$ cat config.mk
export PLATFORM = sky130hd
export DESIGN_NAME = ddr3_rd_pipe
export DESIGN_NICKNAME = d
export VERILOG_FILES = /design/src/rtl/ddr3_rd_pipe.sv
export SDC_FILE = /design/constraint.sdc
export NUM_CORES = 1
export LEC_CHECK = 0
export CAP_MARGIN = 20
export CORE_ASPECT_RATIO = 1.1
export CORE_MARGIN = 2
export CORE_UTILIZATION = 51
export CTS_CLUSTER_DIAMETER = 50
export CTS_CLUSTER_SIZE = 10
export DETAILED_ROUTE_END_ITERATION = 10
export PLACE_DENSITY = 0.78
export SYNTH_ARGS = -nofsm -noshare
export SYNTH_HDL_FRONTEND = slang
export SYNTH_SLANG_ARGS = --single-unit
export TNS_END_PERCENT = 30
$ cat constraint.sdc
create_clock -name clk -period 0.8 [get_ports clk]
set_input_delay 0.2 -clock clk [delete_from_list [all_inputs] [get_ports clk]]
set_output_delay 0.2 -clock clk [all_outputs]
set_load 0.02 [all_outputs]
$ cat src/rtl/ddr3_rd_pipe.sv
// Fixed-latency read return pipeline: RD_LAT stages of {valid, end, data}.
module ddr3_rd_pipe #(
    parameter int unsigned DATA_W = 128,
    parameter int unsigned RD_LAT = 4
) (
    input  logic              clk,
    input  logic              rst_n,
    input  logic              in_valid,
    input  logic              in_end,
    input  logic [DATA_W-1:0] in_data,
    output logic              out_valid,
    output logic              out_end,
    output logic [DATA_W-1:0] out_data
);

    logic [RD_LAT-1:0] vld_q;
    logic [RD_LAT-1:0] end_q;
    logic [DATA_W-1:0] dat_q [RD_LAT];

    always_ff @(posedge clk or negedge rst_n) begin
        if (!rst_n) begin
            vld_q <= '0;
            end_q <= '0;
            for (int unsigned i = 0; i < RD_LAT; i++) begin
                dat_q[i] <= '0;
            end
        end else begin
            vld_q[0] <= in_valid;
            end_q[0] <= in_end;
            dat_q[0] <= in_data;
            for (int unsigned i = 1; i < RD_LAT; i++) begin
                vld_q[i] <= vld_q[i-1];
                end_q[i] <= end_q[i-1];
                dat_q[i] <= dat_q[i-1];
            end
        end
    end

    assign out_valid = vld_q[RD_LAT-1];
    assign out_end   = end_q[RD_LAT-1];
    assign out_data  = dat_q[RD_LAT-1];

endmodule

Word-level counts from Yosys, hierarchy flattened
Index checks and enable logic that the tools add are counted.
Word-level totals
  flip-flop bits (word level): 520
  bits of input ports: 132
  output and inout bits: 130
  logic and storage cells: 6

Longest topological paths before layout
Gate-level depths: netlist (run 1).
  word-level depth: 0
  mapped depth: 1
  depth with buffers taken out: 0

Worst setup path after synthesis (run 1)
Ideal clock, no wire load.
  path type: reg-to-output
  start: register dat_q, in the netlist out_data[0]
  end: output port out_data[0]
  data arrival time: 0.482 ns
  required time: 0.600 ns
  path slack: 0.118 ns
  cell stages (with the launch flop): 2
  buffers on the path: 1
  cell sequence: dfrtp_1 -> buf_4
RTL lines
  start, declared: line 18  | logic [DATA_W-1:0] dat_q [RD_LAT];
  start signal, assigned by index: line 34  | dat_q[i] <= dat_q[i-1];
  end, declared: line 13  | output logic [DATA_W-1:0] out_data
No word-level cell between the ends.

Worst setup path after layout (run 1)
  start: register dat_q, in the netlist out_data[50]
  end: output port out_data[50]
No word-level cell between the ends.

==> flow_summary.json, run 1 <==
{
  "cts_made_buffers": 58,
  "ir_worst_vdd_v": 0.00190,
  "grt_pass1_vias": 6153,
  "route.detailed.drc": 0,
  "finalClockSkew_ns": 0.0211,
  "finish.net_count": 1005,
  "track_usage": 0.159,
  "synthToLayoutAreaGrowth_pct": 27.4,
  "rsz0062_at_grt": "true",
  "slew_violations": 0,
  "final.setup.tns_ns": -59.57,
  "insertion_delay_ns": 0.56,
  "fp.dieW_um": 162,
  "yosysSeqAreaShare": 0.931,
  "antenna_found_initial": 2,
  "tightest_slew_ns": 0.330,
  "required_ns": 0.60,
  "cts_buffer_depth": 3,
  "start_util": 0.518,
  "hold_violations": 0,
  "drtIter0Drc": 240,
  "cts_tree": "built",
  "p_per_area_nw_per_um2": 2940,
  "synth-seq-cells": 520,
  "multi_input_cells": 0,
  "cp_max_fo": 1,
  "setup_viol": 130,
  "slew_headroom": 0.780,
  "gp_congestion": 0.749,
  "fmax_mhz": 775,
  "wl_per_cell_um": 17.5,
  "crit_chain": "buf_6",
  "path_class": "reg -> out",
  "numPortBuffers": 261,
  "path_delay_family": "flip-flops",
  "clockRootBuffer": "clkbuf_16",
  "cp.arrival_ns": 1.09,
  "synthArstFlopShare": 1.00,
  "ff_latch_area_sq_um": 13000,
  "synthMostInstantiatedCell": "dfrtp_1",
  "synth_edf_count": 0,
  "reg2reg_slack_ns": 0.28,
  "timing.final.ws_setup_ns": -0.490,
  "cp_slowest_stage_delay_ns": 0.40,
  "postPlaceCellArea_sq_um": 16400,
  "end_kind": "output port",
  "pin_count": 262,
  "path_buf_inv": 1,
  "syn-num-nets": 780,
  "p_leak_nw": 8.20,
  "ys_top_cells_by_count": "dfrtp_1, buf_4",
  "fill_cells": 1723,
  "ys.flop_type": "dfrtp_1",
  "fin_util": 0.660,
  "viasPerCell": 4.30,
  "grt_max_degree": 73,
  "clk_pin_slew_worst_paths_ns": 0.06,
  "synth.top_cell.area_share": 0.931,
  "diodes": 0,
  "synth_area_leaders": "dfrtp_1, buf_4",
  "grt_pass1_wl_um": 34300,
  "wirelength_um": 21600,
  "violations": "setup timing",
  "vias": 5308,
  "cts_htree_levels": 2,
  "drt_first_pass_iters": 4,
  "ant_nets": 0,
  "fin_crit_ns": 1.29,
  "syn_inst": 648,
  "multiInputGateArea_sq_um": 0,
  "syn_area_sq_um": 14000,
  "period_share": 1.61,
  "power.total_mw": 52.3,
  "crit_path_start_kind": "flop",
  "crit_path_top_delay_cell": "dfrtp_1",
  "drive_gt1_frac": 0.257,
  "outcome": "finished with violations",
  "drv_cap": 0,
  "yosys.area.top_type": "dfrtp_1",
  "timing.hold.ws_ns": 0.0778,
  "dp_hpwl_um": 13800,
  "avgSynthCellArea_sq_um": 21.6,
  "hold_class": "in -> reg",
  "die_h_um": 178,
  "grt_overflow_total": 0,
  "coreArea_sq_um": 27000,
  "yosysWarnings": 0,
  "yosysUniqueCellTypes": 2,
  "final_cell_area_sq_um": 17800,
  "std_cell_rows": 63,
  "dieArea_sq_um": 28700,
  "cts_sinks": 520
}
[what timing repair did]
item,CTS,global route
hold endpoints to repair,520,0
resized for setup,605,61
endpoints found under the setup margin,130,167
buffers inserted,0,0
pin swaps,0,0
hold buffers,1,0
[layout by cell type, fill, tap and decap left out]
cell and instances:
clkdlybuf4s50_1 130, buf_12 10, buf_16 1, buf_8 1, buf_6 74, clkinvlp_4 1
dfrtp_1 520, clkbuf_16 58, buf_4 20, dlygate4sd3_1 1, inv_6 2, clkbuf_1 1
bufinv_16 1, buf_2 56, clkinv_8 1
[cell type report]
class / count / area share
flip-flops and latches: 520 / 0.731
repair buffers: 293 / 0.158
clock buffers: 59 / 0.0817
well taps: 357 / 0.0251
clock inverters: 5 / 0.00401
[worst paths after layout]
kind,start,end,depth (start not counted)
max,out_data[50],out_data[50],1
min,in_data[53],dat_q[437],1
max reg2reg,dat_q[211],out_data[83],0
min reg2reg,dat_q[355],dat_q[227],0
max in group asynchronous,rst_n,dat_q[486],4
min in group asynchronous,rst_n,out_data[69],2
[registers in the layout, indices dropped and copies added, names as in the netlist]
| name | cells |
|---|---|
| dat_q | 384 |
| end_q | 4 |
| out_data | 128 |
| vld_q | 4 |
[power breakdown]
part           switching, mW  leakage, nW  total [mW]  internal (mW)
logic                   1.20         1.39        2.38           1.18
clock network           8.75        0.746        21.8           13.0
registers              0.438         6.06        28.1           27.7
total                   10.4         8.20        52.3           41.9
[per-layer routing]
layer / GRT usage / wire, um / up-vias
li1: - / - / 2298
met1: 0.203 / 8110 / 2755
met2: 0.263 / 11300 / 204
met3: 0.0514 / 1680 / 47
met4: 0.0527 / 462 / 4
met5: 0 / 26 / -
[logic make-up (layout without fill, tap and decap cells)]
| kind of cell | after synthesis | after routing | synth area share |
|---|---|---|---|
| buffers and inverters | 128 | 357 | 0.0688 |
| flip-flops | 520 | 520 | 0.931 |
[metrics by stage]
stage               setup slack, ns  cells
floorplan                     0.118    648
global placement             -0.369   1169
detailed placement           -0.379   1169
CTS                          -0.539   1234
global route                 -0.542   1234
finish                       -0.490   1234
Note: power is estimated with default switching activity, not from simulation.
==> run 2, diff against run 1 <==
--- a/config.mk
+++ b/config.mk
@@ -5,14 +5,14 @@
 export SDC_FILE = /design/constraint.sdc
 export NUM_CORES = 1
 export LEC_CHECK = 0
-export CAP_MARGIN = 20
 export CORE_ASPECT_RATIO = 1.1
 export CORE_MARGIN = 2
-export CORE_UTILIZATION = 51
+export CORE_UTILIZATION = 46
 export CTS_CLUSTER_DIAMETER = 50
 export CTS_CLUSTER_SIZE = 10
 export DETAILED_ROUTE_END_ITERATION = 10
-export PLACE_DENSITY = 0.78
+export PLACE_DENSITY = 0.75
+export SKIP_LAST_GASP = 1
 export SYNTH_ARGS = -nofsm -noshare
 export SYNTH_HDL_FRONTEND = slang
 export SYNTH_SLANG_ARGS = --single-unit
==> constraint.sdc (replaced) <==
create_clock -name clk -period 1.1 [get_ports clk]
set_input_delay 0.275 -clock clk [delete_from_list [all_inputs] [get_ports clk]]
set_output_delay 0.275 -clock clk [all_outputs]
set_load 0.02 [all_outputs]
==> run 2 against run 1 <==
  * The run still ends with setup timing left
  * Sequential share of layout area rose by 0.12 points
  * Non-clock buffer count decreased by 3
  * Cell count increased by 1.1%
  * Worst setup slack better by 0.22 ns
  * Register-to-register slack gained 0.28 ns
  * Die area rose by 11%
  * Clock skew shrank 0.011 ns
  * Sequential cell count stayed put
  * Global-route usage shrank 1.7 points
  * Power fell by 27%
  * Combinational power shrank 29%
  * Critical path type unchanged
  * Largest cell class unchanged
==> flow_summary.json, run 2 (synthesis results as in run 1) <==
{
  "drv_cap": 0,
  "cts_buffer_depth": 3,
  "route.detailed.drc": 0,
  "crit_path_start_kind": "flop",
  "crit_chain": "buf_6",
  "multiInputGateArea_sq_um": 0,
  "cts_htree_levels": 2,
  "grt_pass1_wl_um": 34300,
  "violations": "setup timing",
  "grt_max_degree": 60,
  "dieArea_sq_um": 31800,
  "largest_register_ffs": 384,
  "post_cts_buffers": 0,
  "grt_overflow_total": 0,
  "final_common_cell": "dfrtp_1",
  "top_register": "dat_q",
  "cts_made_buffers": 58,
  "ant_nets": 0,
  "timing.final.ws_setup_ns": -0.266,
  "drt_first_pass_iters": 4,
  "vias": 5303,
  "fmax_mhz": 732,
  "antenna_found_initial": 1,
  "p_per_area_nw_per_um2": 2160,
  "grt_pass1_vias": 6203,
  "insertion_delay_ns": 0.55,
  "crit_path_top_delay_cell": "dfrtp_1",
  "rsz0062_at_grt": "true",
  "hold_violations": 0,
  "std_cell_rows": 66,
  "cts_sinks": 520,
  "finish.net_count": 1002,
  "clk_pin_slew_worst_paths_ns": 0.05,
  "ir_worst_vdd_v": 0.00129,
  "synthToLayoutAreaGrowth_pct": 27.2,
  "power.total_mw": 38.3,
  "clockRootBuffer": "clkbuf_16",
  "final_cell_area_sq_um": 17800,
  "drtIter0Drc": 227,
  "start_util": 0.470,
  "reg2reg_slack_ns": 0.56,
  "path_delay_family": "flip-flops",
  "timing.hold.ws_ns": 0.155,
  "postPlaceCellArea_sq_um": 16500,
  "slew_violations": 0,
  "numPortBuffers": 261,
  "wirelength_um": 21500,
  "dp_hpwl_um": 13500,
  "die_h_um": 187,
  "drive_gt1_frac": 0.255,
  "required_ns": 0.82,
  "path_class": "reg -> out",
  "wl_per_cell_um": 17.2,
  "end_kind": "output port",
  "gp_congestion": 0.744,
  "diodes": 0,
  "path_buf_inv": 1,
  "period_share": 1.24,
  "cp.arrival_ns": 1.09,
  "multi_input_cells": 0,
  "slew_headroom": 0.799,
  "fp.dieW_um": 170,
  "cp_max_fo": 1,
  "hold_class": "in -> async",
  "setup_viol": 130,
  "pin_count": 262,
  "track_usage": 0.143,
  "finalClockSkew_ns": 0.0102,
  "fin_crit_ns": 1.37,
  "outcome": "finished with violations",
  "mostFrequentLayoutCells": "dfrtp_1, clkdlybuf4s50_1, buf_2",
  "coreArea_sq_um": 29700,
  "viasPerCell": 4.25,
  "cts_tree": "built",
  "p_leak_nw": 8.19,
  "tightest_slew_ns": 0.301,
  "cp_slowest_stage_delay_ns": 0.40
}
==> run 2: cell types whose count changed in the layout (fill, tap and decap cells not counted) <==
cell / change
clkinv_8: -1
buf_4: -6
clkbuf_16: +3
buf_6: -18
clkinv_2: +2
inv_6: -2
buf_16: -1
clkinvlp_4: -1
clkbuf_1: -1
buf_12: +5
buf_2: +17
==> run 2: power breakdown <==
| group | switching (mW) | total [mW] | internal [mW] |
|---|---|---|---|
| combinational | 0.870 | 1.70 | 0.833 |
| clock | 6.35 | 16.2 | 9.85 |
| sequential | 0.314 | 20.4 | 20.1 |
| total | 7.54 | 38.3 | 30.8 |
==> run 2: final timing paths <==
| kind | start | end | depth (start not counted) |
|---|---|---|---|
| setup / recovery | out_data[105] | out_data[105] | 1 |
| hold / removal | rst_n | dat_q[237] | 2 |
| setup reg to reg | dat_q[496] | dat_q[368] | 0 |
| hold reg to reg | dat_q[365] | dat_q[237] | 0 |
| max in group asynchronous | rst_n | out_data[56] | 4 |
| min in group clk | in_data[36] | dat_q[420] | 1 |
==> run 2: cell type report <==
type	count	area [sq um]
Clock buffer	61	1530
Tap cell	374	468
Timing Repair Buffer	290	2730
Clock inverter	3	40.0
Sequential cell	520	13000
Fill cell	2100	12000
==> run 2: what timing repair did <==
action | in CTS | in global routing
hold endpoints to repair | 413 | 0
hold buffers | 1 | 0
gates resized for setup | 594 | 34
setup endpoints to repair | 130 | 130
==> run 2: per-layer routing <==
layer  part of all wire  track usage  vias to the layer above
li1                   -            -                     2280
met4              0.020       0.0447                        0
met2               0.51        0.238                      211
met1               0.40        0.178                     2772
met5                  0            0                        -
met3              0.073       0.0456                       40
==> run 2: per-stage QoR <==
step	util	TNS, ns	worst slack (ns)	instances
floorplan	-	0	0.343	648
global placement	0.555	-11.07	-0.142	1183
detailed placement	0.555	-11.37	-0.150	1183
CTS	0.594	-34.45	-0.303	1248
global route	0.598	-35.95	-0.312	1248
finish	0.598	-29.87	-0.266	1248
